===== src/rtl/booth_r4_seq_mult.sv =====
// Iterative radix-4 Booth signed multiplier.
// Takes one operand pair over a valid/ready handshake. The multiplier is
// scanned two bits per cycle, and each overlapping triplet is recoded into a
// digit in {-2,-1,0,+1,+2}. The exact 2*WIDTH-bit product is returned over a
// valid/ready handshake.
module booth_r4_seq_mult #(
  parameter int WIDTH = 8
) (
  input  logic               clk,
  input  logic               rst_n,
  input  logic               in_valid,
  output logic               in_ready,
  input  logic [WIDTH-1:0]   a,
  input  logic [WIDTH-1:0]   b,
  output logic               out_valid,
  input  logic               out_ready,
  output logic [2*WIDTH-1:0] product,
  output logic               busy
);

  localparam int CNT_W = $clog2(WIDTH/2) + 1;
  localparam int PW    = 2 * WIDTH;
  localparam logic [CNT_W-1:0] LAST_CNT = CNT_W'(WIDTH/2 - 1);

  typedef enum logic [1:0] {IDLE, RUN, DONE} state_t;

  state_t                state_q,   state_d;
  logic [PW-1:0]         a_q,       a_d;        // sign-extended multiplicand
  logic signed [WIDTH:0] scan_q,    scan_d;     // {b, b[-1]} shifted right by 2 each step
  logic [PW-1:0]         acc_q,     acc_d;
  logic [CNT_W-1:0]      cnt_q,     cnt_d;
  logic [PW-1:0]         product_q, product_d;
  logic [PW-1:0]         pp;

  // Booth recoding of the current triplet into a 2*WIDTH-bit partial product.
  always_comb begin
    // NOTE: every combinational output gets a default first so no path leaves it unassigned (no latch).
    pp = '0;
    unique case (scan_q[2:0])
      3'b001, 3'b010: pp = a_q;
      3'b011:         pp = a_q << 1;
      3'b100:         pp = -(a_q << 1);
      3'b101, 3'b110: pp = -a_q;
      default:        pp = '0;      // 000, 111
    endcase
  end

  // Next-state and datapath update for the IDLE/RUN/DONE controller.
  always_comb begin
    state_d   = state_q;
    a_d       = a_q;
    scan_d    = scan_q;
    acc_d     = acc_q;
    cnt_d     = cnt_q;
    product_d = product_q;
    unique case (state_q)
      IDLE: begin
        if (in_valid) begin
          a_d     = {{WIDTH{a[WIDTH-1]}}, a};
          scan_d  = {b, 1'b0};
          acc_d   = '0;
          cnt_d   = '0;
          state_d = RUN;
        end
      end
      RUN: begin
        // Digit i carries weight 4^i, so the partial product is shifted by 2*cnt.
        acc_d  = acc_q + (pp << {cnt_q, 1'b0});
        scan_d = scan_q >>> 2;
        cnt_d  = cnt_q + CNT_W'(1);
        if (cnt_q == LAST_CNT) begin
          product_d = acc_d;
          state_d   = DONE;
        end
      end
      DONE: begin
        // A new in_valid here is ignored; operands are taken only once back in IDLE.
        if (out_ready) state_d = IDLE;
      end
      default: state_d = IDLE;
    endcase
  end

  // State and datapath registers with asynchronous clear.
  always_ff @(posedge clk or negedge rst_n) begin
    if (!rst_n) begin
      state_q   <= IDLE;
      a_q       <= '0;
      scan_q    <= '0;
      acc_q     <= '0;
      cnt_q     <= '0;
      product_q <= '0;
    end else begin
      // NOTE: non-blocking assignments so every flop samples pre-edge values.
      state_q   <= state_d;
      a_q       <= a_d;
      scan_q    <= scan_d;
      acc_q     <= acc_d;
      cnt_q     <= cnt_d;
      product_q <= product_d;
    end
  end

  assign in_ready  = (state_q == IDLE);
  assign out_valid = (state_q == DONE);
  assign busy      = (state_q == RUN);
  assign product   = product_q;

endmodule


===== config.mk =====
export PLATFORM = sky130hd
export DESIGN_NAME = booth_r4_seq_mult
export DESIGN_NICKNAME = d
export VERILOG_FILES = /design/src/rtl/booth_r4_seq_mult.sv
export SDC_FILE = /design/constraint.sdc
export NUM_CORES = 1
export LEC_CHECK = 0
export ABC_AREA = 1
export ABC_CLOCK_PERIOD_IN_PS = 3000
export BUFFER_PORTS_ARGS = -buffer_cell sky130_fd_sc_hd__buf_2
export CAP_MARGIN = 30
export CORE_UTILIZATION = 43
export DETAILED_ROUTE_END_ITERATION = 10
export PLACE_DENSITY_LB_ADDON = 0.05
export REMOVE_ABC_BUFFERS = 1
export SYNTH_ARGS = -nofsm -noshare
export SYNTH_HDL_FRONTEND = slang
export SYNTH_SLANG_ARGS = --single-unit

===== constraint.sdc =====
create_clock -name clk -period 3 [get_ports clk]
set_input_delay 0.3 -clock clk [delete_from_list [all_inputs] [get_ports clk]]
set_output_delay 0.3 -clock clk [all_outputs]
set_load 0.01 [all_outputs]

* Yosys cells after proc, flatten, opt, wreduce, memory -nomap -nowiden *
Index checks and enable logic that the tools add are counted.

cells by class
  reductions and logical operators = 9
  eq/ne operators = 12
  bitwise gates (word level) = 1
  shifts and indexed selects = 1
  add/subtract/negate cells = 4
  muxes and demuxes = 11

operator list
  kind                   number
  $pmux W16 S4           1
  $neg A16 Y16           2
  $pmux W16 S2           1
  $pmux W9 S2            1
  $add A16 B16 Y16       1
  $mux W16               1
  $shl A16 B4 Y16        1
  $eq A3 B2 Y1 const B   3
  $eq A3 B3 Y1 const B   3
  $mux W9                1
  $mux W2                3
  $pmux W2 S3            1
  $pmux W3 S2            1
  $reduce_and A2 Y1      3
  $reduce_and A3 Y1      2
  $ne A2 B1 Y1 const B   2
  $reduce_or A2 Y1       2
  $add A3 B1 Y3 const B  1
  $eq A3 B1 Y1 const B   1
  $mux W3                1
  $eq A2 B1 Y1 const B   1
  $eq A2 B2 Y1 const B   1
  $logic_not A2 Y1       1
  $ne A2 B2 Y1 const B   1
  2 further kinds        2

storage, ports and cells
  output and inout port bits = 19
  logic and storage cells = 45
  input port bits = 20
  flip-flop bits (word level) = 54

* Logic depth before layout (Yosys ltp) *
Gate-level depths: netlist of run 1.

  word-level depth = 6
  mapped depth = 22
  gate-level depth less buffers = 22

* Least setup slack after synthesis of run 1 *
OpenSTA, ideal clock, no wires.

  kind = register to register
  start = register a_q[0]
  end = register acc_q[10]
  cell stages (with the launch flop) = 22
  arrival time = 2948 ps
  clock period less this slack = 3066 ps
  setup time = 119 ps
  required time = 2881 ps
  setup slack = -66 ps
  path through = dfrtp_1 -> clkinv_1 -> ha_1 -> inv_1 -> nand2_1 -> nand2_1 -> nor2_1 -> nor2_1 -> nand3_1 -> nand2_1 -> a21oi_1 -> a31oi_1 -> nor2_1 -> ha_1 -> a21o_1 -> nor2_1 -> o21ai_1 -> a21boi_1 -> inv_1 -> or2_2 -> nand3_1 -> nand2_1

on the way
  word-level cells in the longest chain between the ends = 5
  elaborated cells on any way between the ends = 6
  those cells by class = add/sub (3); shift (1); mux (2)

ends and longest elaborated chain
  element                                 RTL line  text
  from (decl)                             28        logic [PW-1:0] a_q, a_d;
  from (signal assigned)                  88        a_q <= '0;
  from (signal assigned)                  96        a_q <= a_d;
  $neg A16 Y16, on equally long branches  43, 42
  $pmux W16 S4 *                          39        unique case (scan_q[2:0])
  $shl A16 B4 Y16 *                       68        acc_d = acc_q + (pp << {cnt_q, 1'b0});
  $add A16 B16 Y16 *                      68
  $pmux W16 S2 *                          56        unique case (state_q)
  to (signal assigned)                    90        acc_q <= '0;
  to (signal assigned)                    98        acc_q <= acc_d;
  to (decl)                               30        logic [PW-1:0] acc_q, acc_d;

Every way passes the cells marked *; elsewhere a longest branch is shown, timed or not.
A chain may end at the register's enable or synchronous reset.

* Final worst setup path of run 1 *
  start = register a_q[1]
  end = register product_q[13] (netlist: product[13])

on the way
  word-level cells in the longest chain between the ends = 4
  elaborated cells on any way between the ends = 5
  those cells by class = add/sub (3); shift (1); mux (1)

ends and longest elaborated chain
  element                                 RTL line  text
  $neg A16 Y16, on equally long branches  43, 42
  $pmux W16 S4 *                          39
  $shl A16 B4 Y16 *                       68
  $add A16 B16 Y16 *                      68
  to (signal assigned)                    100       product_q <= product_d;
  to (decl)                               32        logic [PW-1:0] product_q, product_d;

Marks and branches as above.

==> out/results.tsv, run 1 <==
stage	metric	value	unit
yosys	ys_seq_elements	54	
final_layout	syn2layout_area_growth	38.98	%
clocking	numCtsBuffers	5	
timing	drv_slew	0	
place	port-buffer-count	38	
final_layout	mostFrequentLayoutCell	nand2_1	
critical_path	worst_path_dominant_cell_family	simple AND/OR/NAND/NOR gates	
routing	ant_nets	0	
critical_path	r2r-end	product[13]	
yosys	synth_top_flop_cell	dfrtp_1	
outcome	status	finished with violations	
timing	setup_violations	18	
min_path	min_to	state_q[1]	
routing	wirelength	10.63	mm
clocking	clockBufferDepth	2	
place	dpl.hpwl	7.407	mm
critical_path	crit_path_start_kind	flop	
min_path	worstHoldStart	out_ready	
floorplan	die_area	8699	um^2
final_layout	antenna_cells	0	
routing	wire_per_inst	14.68	um
timing	skew	12.55	ps
floorplan	die_w	93.27	um
critical_path	crit_buf_inv	2	
timing	holdWs	154.3	ps
clocking	insertion_delay	320	ps
floorplan	start_util	45.42	%
flow_run	maxCapViolations	0	
critical_path	crit_chain	nor2_2 -> nand4_1 -> ha_1 -> buf_6 -> nor2_4 -> o21ai_2 -> nand2_1 -> o211ai_1 -> o21ai_1 -> ha_1 -> nand2_1 -> nor3_2 -> nand3_1 -> nand4_1 -> buf_4 -> a21o_1 -> or2_4 -> nand3_2 -> nand2_1	
critical_path	setup.worst_path.class	flop to flop	
yosys	avgSynthCellArea	7.222	um^2
final_layout	final_cell_mix	120 x nand2_1, 90 x buf_4, 54 x dfrtp_1	
critical_path	slowest_stage	dfrtp_1	
critical_path	rrSetupSlack	-370	ps
final_layout	nets	662	
timing	maxSlewHeadroom	46.67	%
routing	drt-pass1-iter-count	5	
timing	tightest_slew	799.1	ps
critical_path	r2r_start	a_q[1]	
floorplan	die_h	93.27	um
clocking	htree_num_levels	2	
timing	hold_viol_final	0	
yosys	syn_area	3582	um^2
floorplan	io_pins	39	
routing	drc	0	
critical_path	critPathMaxStageDelay	430	ps
min_path	min_path_type	primary input to flop	
min_path	hold_depth	2	
critical_path	end_kind	flop	
timing	rsz0062_at_grt	true	
yosys	yosysTopAreaCellShare	37.72	%
global_routing	antenna_found_initial	0	
yosys	syn_inst	496	
outcome	violations	setup timing	
critical_path	crit_arrival	3590	ps
clocking	cts-root-buf	clkbuf_8	
global_routing	grt_overflow_total	0	
routing	drt-initial-drc-count	219	
clocking	cts_sinks	54	
routing	viasPerCell	5.322	
critical_path	reg2regPathDepth	19	
final_layout	drive_gt1_share	34.08	%
yosys	synth_area_leader_cell	dfrtp_1	
floorplan	coreArea	7888	um^2
yosys	synth_area_leaders	dfrtp_1 38%, nand2_1 13%, nand3_1 8.1%	
timing	fin_crit	3373	ps
global_routing	grt_pass1_wl	17.70	mm
yosys	yosysUniqueCellTypes	32	
floorplan	floorplan.rows	32	
clocking	path_clk_slew	110	ps
timing	fmax	296.5	MHz
timing	fin_crit_sh	112.4	%
yosys	synthArstFlopShare	100.0	%
critical_path	crit_top_cell	nand2_1	
yosys	synth_warnings	0	
routing	vias	3853	
clocking	tritoncts	yes	
yosys	ys_seq_area_share	37.72	%
place	place_congestion	0.8948	
global_routing	grt.total_usage	25.92	%
global_routing	grt_max_degree	33	
critical_path	cp.required	3210	ps
final_layout	fillers	699	
global_routing	grt_pass1_vias	3659	
critical_path	cp_max_fo	4	
timing	fin_ws	-373.2	ps
yosys	synth_edf_count	0	
==> how the worst max path moves through the flow <==
| stage | startpoint | end | depth (start not counted) |
|---|---|---|---|
| final | a_q[1] | product[13] | 19 |
| after global routing | a_q[1] | product[15] | 21 |
| after CTS | a_q[6] | product[15] | 21 |
| after detailed placement | a_q[0] | product[13] | 21 |
| after global placement | a_q[5] | product[15] | 20 |
| after floorplan | a_q[0] | acc_q[10] | 21 |
==> cells in the mapped netlist (all sizes together), types with 2 or more instances <==
| library cell | n |
|---|---|
| nor2 | 46 |
| inv | 47 |
| dfrtp | 54 |
| a21o | 4 |
| or2 | 5 |
| a21oi | 23 |
| o22ai | 8 |
| o31ai | 2 |
| nand2 | 127 |
| xor2 | 6 |
| o211ai | 4 |
| nand3 | 58 |
| nand4 | 7 |
| buf | 2 |
| a221oi | 5 |
| nor3 | 11 |
| o21ai | 40 |
| mux2 | 3 |
| clkbuf | 14 |
| a31oi | 5 |
| ha | 19 |
==> layout make-up <==
class                      instances  area (um^2)  area share, %
multi-input combinational        378         2262          45.44
inverter                          48        181.4          3.644
timing repair buffer             135        943.4          18.95
sequential                        54         1351          27.14
clock buffer                       6        82.58          1.659
clock inverter                     1        30.03         0.6032
tap                              102        127.6          2.563
==> routing by layer <==
metal	routed length [um]	track usage, %
met3	436	3.089
met4	158	6.667
met1	5105	36.65
met5	0	0
met2	4930	41.97
==> stage by stage <==
step / instances / area, um^2 / setup slack [ps] / TNS [ps] / utilization [%]
after floorplan: 480 / 3520 / -74.55 / -186.1 / -
after global routing: 724 / 4979 / -597.6 / -9367 / 63.12
after detailed placement: 691 / 4370 / -405.5 / -5312 / 55.41
after CTS: 716 / 4763 / -235.3 / -2742 / 60.39
after global placement: 691 / 4370 / -398.1 / -5220 / 55.41
final: 724 / 4979 / -373.2 / -4833 / 63.12
==> state kept, by name (all words and copies together) (netlist names) <==
register and count:
acc_q 16, product 16, cnt_q 3, a_q 8
scan_q 9, state_q 2
==> cell families after synthesis <==
logic type	share of synthesized area, %
adders and majority gates	7.195
and+or+nand+nor	30.49
xor gates and xnor gates	1.467
DFF	37.72
muxes	1.222
buffers and inverters	6.776
AOI/OAI and AO/OA	15.12
==> worst register-to-register path: stages (launching register included) <==
cell      delay (ps)
dfrtp_1          430
nor2_2           150
nand4_1          200
ha_1             390
buf_6            110
nor2_4            40
o21ai_2          100
nand2_1           80
o211ai_1         180
o21ai_1          110
ha_1             340
nand2_1          100
nor3_2            60
nand3_1           90
nand4_1          180
buf_4            190
a21o_1           170
or2_4            240
nand3_2           60
nand2_1           50
==> repair_timing <==
item	4_1_cts	5_1_grt
buffers inserted	17	9
hold buffers	1	0
pin swaps	23	34
endpoints found under the setup margin	22	22
gates resized for setup	51	35
hold endpoints to repair	22	0
Power of run 1 is not shown: default switching activity piles up to over one toggle a cycle in this logic, so the estimate is an artifact.
==> run 2, diff against run 1 <==
Settings changed: CORE_UTILIZATION 43 to 45.
==> run 2 against run 1 <==
Against the previous run:
- the flow still finishes with violations (setup timing)
- clock skew barely moved
- hold slack worse by 6.6 ps
- global-route usage up 0.10 points
- core utilization increased by 1.2 points
- critical endpoint is now product[12]
==> out/results.tsv, run 2 (same netlist as run 1, synthesis figures left out) <==
stage	metric	value	unit
floorplan	die_w	91.22	um
outcome	status	finished with violations	
flow_run	maxCapViolations	0	
critical_path	rrSetupSlack	-270	ps
place	post-place-ws	-420.9	ps
floorplan	io_pins	39	
timing	fin_crit_sh	108.9	%
critical_path	r2r-end	product[12]	
routing	drt-pass1-iter-count	6	
min_path	worstHoldStart	out_ready	
routing	drt-initial-drc-count	208	
global_routing	grt_pass1_vias	3856	
timing	fmax	306.0	MHz
routing	wirelength	10.32	mm
place	place_congestion	0.8705	
global_routing	grt_pass1_wl	17.61	mm
final_layout	drive_gt1_share	34.76	%
min_path	min_to	state_q[1]	
final_layout	mostFrequentLayoutCell	nand2_1	
clocking	numCtsBuffers	5	
global_routing	grt_max_degree	32	
clocking	htree_num_levels	2	
global_routing	antenna_found_initial	0	
final_layout	utilization	64.36	%
floorplan	coreArea	7727	um^2
final_layout	antenna_cells	0	
timing	setup_violations	21	
timing	hold_viol_final	0	
floorplan	die_area	8321	um^2
final_layout	final_cell_mix	117 x nand2_1, 104 x buf_4, 53 x dfrtp_1	
clocking	clockBufferDepth	2	
timing	drv_slew	0	
final_layout	syn2layout_area_growth	38.84	%
routing	ant_nets	0	
timing	skew	12.89	ps
floorplan	start_util	46.36	%
critical_path	r2r_start	a_q[1]	
critical_path	end_kind	flop	
critical_path	crit_arrival	3520	ps
critical_path	setup.worst_path.class	flop to flop	
place	port-buffer-count	38	
min_path	hold_depth	2	
timing	fin_ws	-267.7	ps
outcome	violations	setup timing	
timing	rsz0062_at_grt	true	
timing	maxSlewHeadroom	51.79	%
critical_path	cp_max_fo	4	
clocking	path_clk_slew	110	ps
routing	wire_per_inst	14.03	um
routing	drc	0	
global_routing	grt.total_usage	26.02	%
clocking	insertion_delay	310	ps
place	dpl.hpwl	7.321	mm
clocking	cts-root-buf	clkbuf_8	
critical_path	cp.required	3250	ps
critical_path	crit_path_start_kind	flop	
critical_path	reg2regPathDepth	22	
floorplan	die_h	91.22	um
floorplan	floorplan.rows	32	
routing	vias	3884	
timing	tightest_slew	722.3	ps
min_path	min_path_type	primary input to flop	
clocking	tritoncts	yes	
routing	viasPerCell	5.284	
clocking	cts_sinks	54	
global_routing	grt_overflow_total	0	
timing	fin_crit	3268	ps
final_layout	nets	673	
run 2: worst max-delay path by stage:
stage                start     endpoint  slack, ps  depth (start not counted)
global route        a_q[1]  product[13]       -480                         20
detailed placement  a_q[1]  product[15]       -420                         20
global placement    a_q[1]  product[15]       -420                         20
finish              a_q[1]  product[12]       -270                         22
CTS                 a_q[1]  product[13]       -170                         22
floorplan           a_q[0]    acc_q[10]        -70                         21
run 2: per-layer routing:
metal  vias up  share of wire (%)  track usage, %
li1       1947                  -               -
met1      1823                 48           35.24
met2        91                 47           43.06
met3        23                4.1           4.104
met4         0                1.6           7.275
met5         -                  0               0
run 2: stage by stage:
stage / hold WS (ps) / instance area (um^2) / setup TNS [ps] / std cells
5_1_grt: 156.8 / 4974 / -7800 / 735
3_5_place_dp: 316.6 / 4438 / -5379 / 700
4_1_cts: 139.3 / 4848 / -2093 / 730
3_3_place_gp: 312.9 / 4438 / -5295 / 700
2_1_floorplan: 4.409 / 3520 / -186.1 / 480
6_report: 147.7 / 4974 / -3600 / 735
run 2: cell type report:
cell class	count	area (um^2)
clock buffers	5	68.82
fillers	684	2754
multi-input cells	378	2212
well taps	102	127.6
flip-flops and latches	54	1353
clock inverters	2	13.76
inverters	48	183.9
repair buffers	146	1015
run 2: worst max-delay path: stages (launching register included):
cell and delay, ps:
dfrtp_1 450, inv_2 80, ha_4 180, inv_4 60
nand2_2 60, nand2_4 70, nor2_2 40, nor2_2 180
nand3_2 110, nand2_2 110, a21oi_2 70, a31oi_2 220
nor2_1 70, ha_1 350, nand2_1 70, a31oi_1 190
nor2_2 80, o21ai_2 210, a21boi_2 90, buf_4 140
o211ai_1 200, nand3_1 100, nand2_1 80
run 2: what timing repair did:
item                                   CTS  global route
setup endpoints to repair               22            22
resized for setup                       51            23
hold buffers                             1             0
pin swaps                               32            35
endpoints found under the hold margin   23             0
setup buffers                           23             5
Power of run 2 is left out for the same reason.
==> run 3, diff against run 2 <==
Settings changed: CELL_PAD_IN_SITES_DETAIL_PLACEMENT set to 1, CELL_PAD_IN_SITES_GLOBAL_PLACEMENT set to 1, CORE_UTILIZATION 45 to 39, SLEW_MARGIN set to 0.
==> run 3 against run 2 <==
Against the previous run:
- the flow finishes with violations (DRC, setup timing)
- highest routed layer unchanged
- critical endpoint is now acc_q[13]
- wire length rose by 35%
- global-route usage increased by 1.4 points
- core utilization down 3.0 points
- final cell count grew 2.0%
- via count up 6.4%
- non-clock buffer count grew 9
- final area is 8.6% higher
- clock skew decreased by 1.6 ps
- sequential share of layout area shrank 2.2 points
- critical path depth decreased by 1
- maximum frequency down 7.3%
==> out/results.tsv, run 3 (same netlist as run 1, synthesis figures left out) <==
stage	metric	value	unit
timing	fin_ws	-525.3	ps
final_layout	seqCellArea	1351	um^2
min_path	worstHoldStart	out_ready	
final_layout	final_cells	750	
floorplan	die_w	97.84	um
final_layout	multi_input_area	2542	um^2
final_layout	antenna_cells	0	
critical_path	reg2regPathDepth	21	
clocking	cts-root-buf	clkbuf_8	
clocking	path_clk_slew	100	ps
timing	skew	11.32	ps
timing	maxSlewHeadroom	46.41	%
routing	drt-pass1-iter-count	7	
routing	drc	4	
critical_path	critPathLaunch	a_q[1]	
place	dpl.hpwl	9.001	mm
min_path	min_to	state_q[1]	
critical_path	cp_max_fo	4	
place	place_area	4443	um^2
critical_path	end_kind	flop	
min_path	hold_depth	2	
timing	fin_crit_sh	117.5	%
global_routing	grt.total_usage	27.44	%
clocking	cts_sinks	54	
floorplan	io_pins	39	
routing	viasPerCell	5.512	
final_layout	post-route-cell-area	5403	um^2
place	dp_cells	704	
critical_path	crit_path_start_kind	flop	
outcome	violations	DRC, setup timing	
timing	drv_slew	0	
clocking	clockBufferDepth	2	
final_layout	drive_gt1_share	43.61	%
final_layout	fillers	1096	
min_path	min_path_type	primary input to flop	
routing	drt-initial-drc-count	135	
routing	wire_per_inst	18.51	um
global_routing	grt_max_degree	27	
critical_path	rrSetupSlack	-530	ps
global_routing	grt_pass1_vias	4331	
place	place_congestion	0.9293	
timing	setup_tns	-6026	ps
critical_path	setup.worst_path.class	flop to flop	
place	port-buffer-count	38	
critical_path	cp.required	3220	ps
timing	fmax	283.7	MHz
routing	wirelength	13.89	mm
global_routing	grt_pass1_wl	21.04	mm
routing	vias	4134	
timing	fin_crit	3525	ps
clocking	numCtsBuffers	5	
clocking	insertion_delay	320	ps
floorplan	die_h	97.84	um
clocking	tritoncts	yes	
critical_path	r2r-end	acc_q[13]	
final_layout	mostFrequentLayoutCell	buf_4	
timing	rsz0062_at_grt	true	
floorplan	floorplan.rows	34	
critical_path	crit_arrival	3750	ps
final_layout	nets	682	
floorplan	coreArea	8806	um^2
timing	setup_violations	20	
timing	hold_viol_final	0	
global_routing	grt_overflow_total	0	
floorplan	die_area	9573	um^2
clocking	htree_num_levels	2	
final_layout	syn2layout_area_growth	50.82	%
flow_run	maxCapViolations	0	
critical_path	r2r_start	a_q[1]	
global_routing	antenna_found_initial	0	
outcome	status	finished with violations	
floorplan	start_util	40.68	%
final_layout	final_cell_mix	108 x buf_4, 105 x nand2_1, 54 x dfrtp_1	
timing	tightest_slew	802.9	ps
routing	ant_nets	0	
==> run 3: how the worst max path moves through the flow <==
stage,end,cells after the start
after global routing,acc_q[13],22
after CTS,product[12],22
after floorplan,acc_q[10],21
after detailed placement,product[15],20
after global placement,product[15],20
final,acc_q[13],21
==> run 3: routing by layer <==
layer	GRT usage, %	up-vias	part of all wire [%]
met5	0	-	0
met4	8.392	0	2.6
met3	3.508	33	2.9
met2	49.67	79	51
met1	33.80	2054	43
li1	-	1968	-
==> run 3: area by class of cell <==
type,count,area share (%)
clock buffer,5,1.274
clock inverter,2,0.2547
inverter,48,3.358
multi-input combinational,378,47.06
sequential,54,25.01
tap,108,2.501
timing repair buffer,155,20.54
==> run 3: worst max-delay path, stage by stage (launching register included) <==
cell and delay (ps):
dfrtp_1 440, inv_2 100, ha_4 150, buf_6 90
nand2_2 50, nand2_2 90, o22ai_2 90, nor3_2 250
nand2_1 100, o21ai_2 80, nand2_1 80, o21ai_2 100
nor2_1 70, ha_1 360, a21oi_1 260, o21ai_2 110
nand2_1 70, nand4_1 250, a21o_1 300, or2_4 250
nand3_2 60, nand2_1 50
==> run 3: timing repair <==
| item | in CTS | in global routing |
|---|---|---|
| pin swaps | 51 | 52 |
| endpoints found under the hold margin | 18 | 0 |
| gates cloned | 0 | 0 |
| setup buffers | 29 | 11 |
| endpoints found under the setup margin | 22 | 22 |
| hold buffers | 1 | 0 |
| resized for setup | 80 | 78 |
==> run 3: stage by stage <==
step / util [%] / setup WS, ps / hold slack [ps]
floorplan: - / -74.55 / 4.409
global placement: 50.23 / -373.7 / 458.0
detailed placement: 50.45 / -462.6 / 322.9
CTS: 56.71 / -236.7 / 142.0
global route: 61.35 / -677.3 / 149.5
finish: 61.35 / -525.3 / 143.8
Power of run 3 is left out for the same reason.
